--- src/rtl/arb_pkg.sv ---
// Shared types for the N-port line arbiter: FSM states and latched operation kind.
package arb_pkg;

    typedef enum logic [1:0] {
        IDLE = 2'd0,
        BUSY = 2'd1,
        DONE = 2'd2
    } state_e;

    typedef enum logic {
        OP_READ  = 1'b0,
        OP_WRITE = 1'b1
    } op_e;

endpackage : arb_pkg

--- src/rtl/rr_picker.sv ---
// Round-robin grant picker: first requesting port after last_grant, wrapping modulo N_PORTS.
module rr_picker #(
    parameter int unsigned N_PORTS = 2,
    parameter int unsigned W_IDX   = $clog2(N_PORTS)
) (
    input  logic [N_PORTS-1:0] i_req,
    input  logic [W_IDX-1:0]   i_last_grant,
    output logic               o_valid_c,
    output logic [W_IDX-1:0]   o_grant_c
);

    logic [W_IDX-1:0] w_cand;

    // Walk candidates last+1 .. last+N_PORTS; the modulo keeps indices below N_PORTS.
    always_comb begin
        o_valid_c = 1'b0;
        o_grant_c = '0;
        w_cand    = '0;
        for (int unsigned off = 1; off <= N_PORTS; off++) begin
            w_cand = W_IDX'((32'(i_last_grant) + off) % N_PORTS);
            if (!o_valid_c && i_req[w_cand]) begin
                o_valid_c = 1'b1;
                o_grant_c = w_cand;
            end
        end
    end

endmodule : rr_picker

--- src/rtl/mem_arbiter_n.sv ---
// N-port line-memory arbiter: one downstream transaction at a time, round-robin grant.
module mem_arbiter_n
    import arb_pkg::*;
#(
    parameter int unsigned N_PORTS = 2,
    parameter int unsigned S_LINE  = 256,
    parameter int unsigned S_ADDR  = 32
) (
    input  logic                        clk,
    input  logic                        rst,
    input  logic [N_PORTS-1:0]          up_read,
    input  logic [N_PORTS-1:0]          up_write,
    input  logic [N_PORTS*S_ADDR-1:0]   up_address,
    input  logic [N_PORTS*S_LINE-1:0]   up_wdata,
    output logic [S_LINE-1:0]           up_rdata,
    output logic [N_PORTS-1:0]          up_resp,
    output logic                        dn_read,
    output logic                        dn_write,
    output logic [S_ADDR-1:0]           dn_address,
    output logic [S_LINE-1:0]           dn_wdata,
    input  logic                        dn_resp,
    input  logic [S_LINE-1:0]           dn_rdata
);

    localparam int unsigned W_IDX = $clog2(N_PORTS);

    state_e               r_state;
    state_e               w_state_next;
    logic                 w_start;
    logic                 w_finish;

    logic [W_IDX-1:0]     r_last_grant;
    logic [W_IDX-1:0]     r_grant;
    op_e                  r_op;
    logic [S_ADDR-1:0]    r_dn_address;
    logic [S_LINE-1:0]    r_dn_wdata;
    logic [S_LINE-1:0]    r_up_rdata;
    logic [N_PORTS-1:0]   r_up_resp;
    logic                 r_dn_read;
    logic                 r_dn_write;

    logic [N_PORTS-1:0]   w_req;
    logic                 w_pick_valid;
    logic [W_IDX-1:0]     w_pick_grant;
    op_e                  w_pick_op;
    logic [S_ADDR-1:0]    w_pick_address;
    logic [S_LINE-1:0]    w_pick_wdata;

    assign w_req = up_read | up_write;

    rr_picker #(
        .N_PORTS (N_PORTS),
        .W_IDX   (W_IDX)
    ) u_rr_picker (
        .i_req        (w_req),
        .i_last_grant (r_last_grant),
        .o_valid_c    (w_pick_valid),
        .o_grant_c    (w_pick_grant)
    );

    // Select the winning port's payload; write wins when a port asserts both read and write.
    always_comb begin
        w_pick_op      = up_write[w_pick_grant] ? OP_WRITE : OP_READ;
        w_pick_address = up_address[32'(w_pick_grant) * S_ADDR +: S_ADDR];
        w_pick_wdata   = up_wdata[32'(w_pick_grant) * S_LINE +: S_LINE];
    end

    // FSM state register.
    always_ff @(posedge clk or posedge rst) begin
        if (rst) begin
            r_state <= IDLE;
        end else begin
            r_state <= w_state_next;
        end
    end

    // FSM next state plus one-cycle start/finish strobes for the datapath.
    always_comb begin
        w_state_next = r_state;
        w_start      = 1'b0;
        w_finish     = 1'b0;
        unique case (r_state)
            IDLE: begin
                if (w_pick_valid) begin
                    w_state_next = BUSY;
                    w_start      = 1'b1;
                end
            end
            BUSY: begin
                if (dn_resp) begin
                    w_state_next = DONE;
                    w_finish     = 1'b1;
                end
            end
            DONE: begin
                w_state_next = IDLE;
            end
            default: begin
                w_state_next = IDLE;
            end
        endcase
    end

    // Transaction datapath: latch the granted request, drive downstream from latches, capture read data.
    always_ff @(posedge clk or posedge rst) begin
        if (rst) begin
            r_grant      <= '0;
            r_op         <= OP_READ;
            r_dn_address <= '0;
            r_dn_wdata   <= '0;
            r_up_rdata   <= '0;
            r_up_resp    <= '0;
            r_dn_read    <= 1'b0;
            r_dn_write   <= 1'b0;
        end else begin
            r_up_resp <= '0;
            if (w_start) begin
                r_grant      <= w_pick_grant;
                r_op         <= w_pick_op;
                r_dn_address <= w_pick_address;
                r_dn_wdata   <= w_pick_wdata;
                r_dn_read    <= (w_pick_op == OP_READ);
                r_dn_write   <= (w_pick_op == OP_WRITE);
            end
            if (w_finish) begin
                r_dn_read  <= 1'b0;
                r_dn_write <= 1'b0;
                if (r_op == OP_READ) begin
                    r_up_rdata <= dn_rdata;
                end
                r_up_resp[r_grant] <= 1'b1;
            end
        end
    end

    // Round-robin pointer advances only once a transaction has fully completed.
    always_ff @(posedge clk or posedge rst) begin
        if (rst) begin
            r_last_grant <= W_IDX'(N_PORTS - 1);
        end else if (r_state == DONE) begin
            r_last_grant <= r_grant;
        end
    end

    assign up_rdata   = r_up_rdata;
    assign up_resp    = r_up_resp;
    assign dn_read    = r_dn_read;
    assign dn_write   = r_dn_write;
    assign dn_address = r_dn_address;
    assign dn_wdata   = r_dn_wdata;

endmodule : mem_arbiter_n

--- config.mk ---
export PLATFORM = sky130hd
export DESIGN_NAME = mem_arbiter_n
export DESIGN_NICKNAME = d
export VERILOG_FILES = /design/src/rtl/arb_pkg.sv /design/src/rtl/rr_picker.sv /design/src/rtl/mem_arbiter_n.sv
export SDC_FILE = /design/constraint.sdc
export NUM_CORES = 1
export LEC_CHECK = 0
export CAP_MARGIN = 40
export CORE_AREA = 2 2 538 540
export CTS_CLUSTER_DIAMETER = 200
export DETAILED_ROUTE_END_ITERATION = 8
export DIE_AREA = 0 0 540 542
export DONT_BUFFER_PORTS = 1
export GPL_ROUTABILITY_DRIVEN = 1
export PLACE_DENSITY_LB_ADDON = 0.1
export SYNTH_ARGS = -nofsm -noshare
export SYNTH_HDL_FRONTEND = slang
export SYNTH_HIERARCHICAL = 1
export SYNTH_SLANG_ARGS = --single-unit
--- constraint.sdc ---
create_clock -name clk -period 38.1 [get_ports clk]
set_clock_uncertainty 0.1 [all_clocks]
set_input_delay 7.62 -clock clk [delete_from_list [all_inputs] [get_ports clk]]
set_output_delay 7.62 -clock clk [all_outputs]
set_load 0.05 [all_outputs]
==> flow_summary.ini, run 1 <==
[synth]
yosys_warnings = 6
synthMuxAreaShare = 0.251
synthXorXnorAreaFrac = 0
syn_nets = 2662
synth_fa_ha_area_frac = 0
dominantRegCellSynth = dfrtp_1
synth_top_family_by_area = multiplexers
async_flop_share = 1.00
yosys_register_bits = 553
synth_enable_flop_cells = 0
avgSynthCellArea_sq_um = 12.7
ys_seq_area_frac = 0.599
synth_area_sq_um = 23100
syn_inst = 1823
synth-simple-area-share = 0.0505
synth.distinct_cells = 26
synth_compound_area_frac = 0.0637

[timing]
grt_setup_unrepaired = false
relSlewSlack = 0.108
tightest_slew_ps = 1340
holdWs_ps = 406
setup_viol = 0
min_period_ps = 10630
finalSetupTns_ps = 0
maxSlewViolCount = 0
timing.final.crit_share = 0.279
hold_viol = 0
max_freq_mhz = 94.0

[floorplanning]
ios = 1387
fp.coreArea_sq_um = 287000
start_util = 0.0805
die_w_um = 540
row_count = 197
die-area_sq_um = 293000
fp.dieH_um = 542

[pwr]
powerDensity_nw_per_um2 = 115
power.total_mw = 3.50
ir_worst_vdd_mv = 0.0359
leakagePower_nw = 12.3

[finish]
final_common_cell = dfrtp_1
fin_nets = 2659
multiInputGateArea_sq_um = 8460
register_area_sq_um = 13800
final_layout_size_suffix_gt1_frac = 0.230
final_cell_mix = 552 x dfrtp_1, 293 x nand2_1, 290 x mux2i_1, 257 x mux2_2, 219 x o21ai_1
area_growth_syn_to_layout_pct = 32.0
stdcell_count = 5704
fillers = 32800

[detailed_routing]
vias = 15600
via_per_inst = 2.73
ant_nets = 0
dr.pass1.iters = 4
wl_per_cell_um = 26.5
totalWireLength_um = 151000
drc = 0
drtIter0Drc = 813

[worst_setup_path]
cp.required_ps = 38670
worst_r2r_path_depth = 6
critPathKind = in2reg
cp.arrival_ps = 11200
critPathCaptureType = flip-flop
startpoint = up_write[0]
worst-path-max-fanout = 86
timing.rr.start = r_state[0]
cp-start-kind = input pin

[clock_tree]
tritoncts = built
cts_hold_buf = 0
post-cts-setup-buffers = 0
cts_max_path_buffers = 4
cts.htree.levels = 3
clockRootBuffer = clkbuf_16
cts_resized = 0
clock_sinks = 553
clk_latency_ps = 780
path_clk_slew_ps = 60
cts-buffers-inserted = 86

[grt]
grt_max_degree = 158
grt_use_total = 0.0993
grt_pass1_vias = 16000
grt_pass1_wl_um = 189000
grt.overflow.total = 0
antenna_found_initial = 170

[placed_design]
place_inst = 5513
io_buffers = 0
hpwlAfterDp_um = 128000
gp_congestion = 0.878

[outcome]
outcome = completed

[min_path]
worstHoldPathType = reg2reg
hp-start = r_state[1]
hold_depth = 1

[job]
cap_violations = 0
[registers in the layout, indices dropped and copies added, names as in the netlist, 2 cells and up]
| name | cells |
|---|---|
| r_state | 2 |
| dn_address | 32 |
| up_resp | 2 |
| dn_wdata | 256 |
| up_rdata | 256 |
[per-stage QoR]
step	worst slack [ps]	area (sq um)	utilization
after floorplan	14920	23100	-
after global placement	26190	27200	0.0949
after detailed placement	26680	27500	0.0960
after CTS	27550	30400	0.106
after global routing	27170	30400	0.106
final	27470	30500	0.106
[kinds of logic (layout without fill, tap and decap cells)]
kind of cell | count (synthesis) | in the layout
flip-flops | 553 | 553
multiplexers | 547 | 547
AND/OR/NAND/NOR | 304 | 304
AO/OA/AOI/OAI | 292 | 292
buffers and inverters | 127 | 183
other | 0 | 44
[cell usage after synthesis, types with 2 or more instances]
| cell | n | area share |
|---|---|---|
| buf_4 | 24 | 0.0078 |
| mux2_2 | 257 | 0.13 |
| buf_2 | 34 | 0.0074 |
| clkbuf_2 | 10 | 0.0022 |
| mux2i_1 | 290 | 0.13 |
| clkbuf_1 | 28 | 0.0046 |
| o21ai_1 | 219 | 0.047 |
| dfrtp_1 | 552 | 0.60 |
| buf_1 | 2 | 0.00033 |
| o21ai_0 | 69 | 0.015 |
| buf_6 | 26 | 0.013 |
| nand2_1 | 293 | 0.048 |
| inv_1 | 3 | 0.00049 |
| nor2_1 | 3 | 0.00049 |
| or2_2 | 2 | 0.00054 |
[report_power, final]
part / total, mW / switching, mW / internal (mW)
combinational: 0.509 / 0.254 / 0.254
sequential: 2.18 / 1.34 / 0.845
clock: 0.810 / 0.317 / 0.494
[path summary, 6_finish.rpt]
check | slack [ps] | endpoint
max in group asynchronous | 28700 | dn_wdata[97]
worst min register to register | 410 | r_state[0]
min in group asynchronous | 6590 | up_rdata[166]
worst max register to register | 34510 | dn_wdata[105]
worst min-delay path | 410 | r_state[0]
worst max-delay path | 27470 | dn_wdata[105]
[metal layers]
| layer | GRT usage | part of all wire | vias to the layer above |
|---|---|---|---|
| met4 | 0.0355 | 0.040 | 106 |
| met1 | 0.0909 | 0.31 | 7393 |
| met5 | 0 | 0.0047 | - |
| met3 | 0.0778 | 0.17 | 414 |
| met2 | 0.165 | 0.47 | 1264 |
| li1 | - | - | 6421 |
[layout make-up]
type / instances / share of cell area
Multi-Input combinational cell: 1143 / 0.277
Clock inverter: 26 / 0.0104
Sequential cell: 553 / 0.454
Clock buffer: 121 / 0.0828
Timing Repair Buffer: 33 / 0.0162
Tap cell: 3781 / 0.155
Antenna cell: 44 / 0.00361
Inverter: 3 / 0.000616
[critical path: stages]
cell and delay (ps):
or2_2 320, or2_1 240, or3b_4 410, buf_4 680, buf_4 770, buf_4 720, nand2_1 130, o21ai_1 130
Note: power is estimated with default switching activity, not from simulation.
==> run 2: changes to the inputs <==
--- a/config.mk
+++ b/config.mk
@@ -6,10 +6,10 @@
 export NUM_CORES = 1
 export LEC_CHECK = 0
 export CAP_MARGIN = 40
-export CORE_AREA = 2 2 538 540
+export CORE_AREA = 2 2 542 544
 export CTS_CLUSTER_DIAMETER = 200
 export DETAILED_ROUTE_END_ITERATION = 8
-export DIE_AREA = 0 0 540 542
+export DIE_AREA = 0 0 544 546
 export DONT_BUFFER_PORTS = 1
 export GPL_ROUTABILITY_DRIVEN = 1
 export PLACE_DENSITY_LB_ADDON = 0.1
==> constraint.sdc (replaced) <==
create_clock -name clk -period 10.2 [get_ports clk]
set_clock_uncertainty 0.1 [all_clocks]
set_input_delay 2.04 -clock clk [delete_from_list [all_inputs] [get_ports clk]]
set_output_delay 2.04 -clock clk [all_outputs]
set_load 0.05 [all_outputs]
==> flow_summary.ini, run 2 (synthesized netlist as in run 1, its figures left out) <==
[clock_tree]
clock_sinks = 553
cts_max_path_buffers = 4
clockRootBuffer = clkbuf_16
cts_hold_buf = 0
cts_resized = 0
tritoncts = built
clk_latency_ps = 730
post-cts-setup-buffers = 0
cts.htree.levels = 3
cts-buffers-inserted = 85
path_clk_slew_ps = 60

[detailed_routing]
wl_per_cell_um = 23.2
ant_nets = 0
met3_wirelength_um = 23600
via_per_inst = 2.59
totalWireLength_um = 135000
wl_met1_um = 42000
drtIter0Drc = 728
vias = 15100
drc = 0
dr.pass1.iters = 4
met2_length_um = 64400
top_layer_used = met5

[pwr]
power.total_mw = 13.0
ir_worst_vdd_mv = 0.154
powerDensity_nw_per_um2 = 425
leakagePower_nw = 12.2

[floorplanning]
ios = 1387
row_count = 199
die_w_um = 544
die-area_sq_um = 297000
fp.dieH_um = 546
start_util = 0.0791
fp.coreArea_sq_um = 292000

[grt]
grt_max_degree = 151
grt.overflow.total = 0
grt_pass1_wl_um = 171000
grt_use_total = 0.0874
antenna_found_initial = 139
grt_pass1_vias = 15700

[worst_setup_path]
cp.required_ps = 10720
critPathCaptureType = flip-flop
worst-path-max-fanout = 94
cp.arrival_ps = 4880
cp-start-kind = input pin
critPathKind = in2reg

[placed_design]
io_buffers = 0
place_area_sq_um = 27600
hpwlAfterDp_um = 114000
gp_congestion = 0.843

[finish]
final_layout_size_suffix_gt1_frac = 0.226
utilization = 0.105
final_cell_mix = 552 x dfrtp_1, 293 x nand2_1, 290 x mux2i_1, 257 x mux2_2, 219 x o21ai_1
final_common_cell = dfrtp_1
area_growth_syn_to_layout_pct = 32.4
fin_area_sq_um = 30600
fin_nets = 2651

[job]
cap_violations = 0

[outcome]
outcome = completed

[timing]
max_freq_mhz = 230
maxSlewViolCount = 0
holdWs_ps = 423
tightest_slew_ps = 1090
setup_viol = 0
finalSetupTns_ps = 0
min_period_ps = 4360
hold_viol = 0
relSlewSlack = 0.276
timing.final.crit_share = 0.427
grt_setup_unrepaired = false

[min_path]
worstHoldPathType = reg2reg
-- run 2: cell count changes in the layout (fill, tap and decap cells not counted), sizes merged, moves of 2 or more --
cell and delta:
clkinv -3, bufinv +3, buf -7, diode -3
clkinvlp +2
-- run 2: routing by layer --
layer	up-vias	global-route usage
li1	6369	-
met1	7149	0.0783
met2	1151	0.148
met3	327	0.0678
met4	88	0.0308
met5	-	0
-- run 2: area by class of cell --
class | count | area [sq um]
Fill cell | 33400 | 261000
Sequential cell | 553 | 13800
Multi-Input combinational cell | 1143 | 8460
Tap cell | 3919 | 4900
Clock buffer | 120 | 2470
Timing Repair Buffer | 26 | 395
Clock inverter | 27 | 393
Antenna cell | 41 | 103
Inverter | 3 | 15.0
-- run 2: final timing paths --
| path | from | end | slack, ps | cells after the start |
|---|---|---|---|---|
| setup / recovery | up_write[0] | dn_wdata[197] | 5840 | 6 |
| hold / removal | r_state[1] | r_state[0] | 420 | 1 |
| setup reg to reg | r_last_grant | dn_wdata[197] | 7080 | 5 |
| hold reg to reg | r_state[1] | r_state[0] | 420 | 1 |
| max in group asynchronous | rst | dn_wdata[187] | 6970 | 4 |
| min in group asynchronous | rst | up_rdata[231] | 1130 | 2 |
-- run 2: critical path, cell delays in order --
cell	delay (ps)
or2_2	310
a21boi_4	410
buf_12	450
buf_4	790
mux2i_1	460
o21ai_1	90
-- run 2: per-stage QoR --
step	instances	setup WS, ps
2_1_floorplan	1823	535
3_3_place_gp	5639	4770
3_5_place_dp	5644	5050
4_1_cts	5791	5890
5_1_grt	5808	5630
6_report	5832	5840
-- run 2: where the power goes --
group	total (mW)	switching [mW]	internal, mW
logic	1.91	0.953	0.953
clock network	3.04	1.16	1.88
registers	8.06	4.90	3.16
total	13.0	7.01	6.00
==> run 3: changes to the inputs <==
--- a/config.mk
+++ b/config.mk
@@ -6,10 +6,10 @@
 export NUM_CORES = 1
 export LEC_CHECK = 0
 export CAP_MARGIN = 40
-export CORE_AREA = 2 2 542 544
+export CORE_AREA = 2 2 537 539
 export CTS_CLUSTER_DIAMETER = 200
 export DETAILED_ROUTE_END_ITERATION = 8
-export DIE_AREA = 0 0 544 546
+export DIE_AREA = 0 0 539 541
 export DONT_BUFFER_PORTS = 1
 export GPL_ROUTABILITY_DRIVEN = 1
 export PLACE_DENSITY_LB_ADDON = 0.1
==> constraint.sdc (replaced) <==
create_clock -name clk -period 3.9 [get_ports clk]
set_clock_uncertainty 0.1 [all_clocks]
set_input_delay 0.78 -clock clk [delete_from_list [all_inputs] [get_ports clk]]
set_output_delay 0.78 -clock clk [all_outputs]
set_load 0.05 [all_outputs]
==> flow_summary.ini, run 3 (synthesized netlist as in run 1, its figures left out) <==
[outcome]
outcome = completed

[pwr]
power.switching_mw = 18.6
power_frac_clock = 0.218
seq_power_share = 0.632
leakagePower_nw = 13.3
powerDensity_nw_per_um2 = 1030
swShare = 0.547
power.total_mw = 34.0
ir_worst_vdd_mv = 0.299
p_int_mw = 15.4
comb_power_share = 0.151

[clock_tree]
clock_sinks = 553
path_clk_slew_ps = 50
tritoncts = built
clockRootBuffer = clkbuf_16
clk_latency_ps = 730
cts-buffers-inserted = 83
cts_hold_buf = 239
post-cts-setup-buffers = 0
cts_max_path_buffers = 4
cts_resized = 0
cts.htree.levels = 3

[timing]
setup_viol = 0
tightest_slew_ps = 902
relSlewSlack = 0.398
hold_viol = 0
maxSlewViolCount = 0
timing.final.crit_share = 0.649
max_freq_mhz = 395
min_period_ps = 2530
fin_ws_ps = 1370
grt_setup_unrepaired = false

[worst_setup_path]
cp.required_ps = 4420
cp-start-kind = flip-flop
critPathKind = reg2reg
worst-path-max-fanout = 109
cp.arrival_ps = 3050
critPathCaptureType = flip-flop

[grt]
grt_pass1_wl_um = 188000
top_usage_layer = met2
gr-usage-met1 = 0.0916
grt_util_met2 = 0.166
grt_pass1_vias = 17400
antenna_found_initial = 141
grt_util_met3 = 0.0683
grt_use_total = 0.0974
grt.overflow.total = 0
grt_max_degree = 135

[floorplanning]
fp.coreArea_sq_um = 286000
die_w_um = 539
die-area_sq_um = 292000
row_count = 197
ios = 1387
fp.dieH_um = 541
start_util = 0.0806

[detailed_routing]
drc = 0
wl_per_cell_um = 24.8
drtIter0Drc = 911
vias = 16400
via_per_inst = 2.75
dr.pass1.iters = 5
totalWireLength_um = 148000
ant_nets = 0

[finish]
area_growth_syn_to_layout_pct = 42.3
final_common_cell = dfrtp_1
final_cell_mix = 552 x dfrtp_1, 293 x nand2_1, 290 x mux2i_1, 257 x mux2_2, 239 x dlygate4sd3_1
final_layout_size_suffix_gt1_frac = 0.210
fin_nets = 2925

[placed_design]
gp_congestion = 0.879
hpwlAfterDp_um = 125000
place_ws_ps = 761
io_buffers = 0

[min_path]
worstHoldPathType = in2reg

[job]
cap_violations = 0
-- run 3: layout make-up --
cell class | instances | area, sq um
fillers | 32500 | 254000
clock buffers | 124 | 2450
multi-input cells | 1143 | 8460
flip-flops and latches | 553 | 13800
inverters | 3 | 15.0
clock inverters | 18 | 186
well taps | 3781 | 4730
repair buffers | 302 | 3090
diodes | 37 | 92.6
-- run 3: power groups by stage --
stage / registers [mW] / logic, mW / clock network (mW)
floorplan: 19.5 / 4.10 / 0
global placement: 22.0 / 4.92 / 0
detailed placement: 21.8 / 5.04 / 0
CTS: 21.7 / 5.26 / 7.80
global route: 21.8 / 5.74 / 7.97
finish: 21.5 / 5.12 / 7.40
-- run 3: per-stage QoR --
step	cell area [sq um]	utilization	hold WS [ps]	setup TNS [ps]	instances
2_1_floorplan	23100	-	335	-2489150	1823
3_3_place_gp	27700	0.0968	402	0	5542
3_5_place_dp	27700	0.0968	399	0	5543
4_1_cts	32800	0.114	0.236	0	5924
5_1_grt	32800	0.115	24.6	0	5941
6_report	32900	0.115	105	0	5961
-- run 3: worst paths after layout --
path                       slack (ps)             to         start  depth (start not counted)
max in group asynchronous        2190  dn_wdata[245]           rst                          4
hold reg to reg                   400     up_resp[0]       r_grant                          1
min in group asynchronous         580    up_rdata[6]           rst                          3
setup reg to reg                 1370   up_rdata[73]    r_state[1]                          5
hold / removal                    110   up_rdata[21]  dn_rdata[21]                          1
setup / recovery                 1370   up_rdata[73]    r_state[1]                          5
-- run 3: metal layers --
metal / part of all wire / wire length (um)
met4: 0.036 / 5370
met2: 0.48 / 70600
met3: 0.16 / 22900
met5: 0.0041 / 606
met1: 0.33 / 48100
-- run 3: worst max-delay path: stages (launching register included) --
cell and delay, ps:
dfrtp_1 420, nand3b_1 280, nor2_4 240, buf_12 250
buf_12 330, mux2_2 420
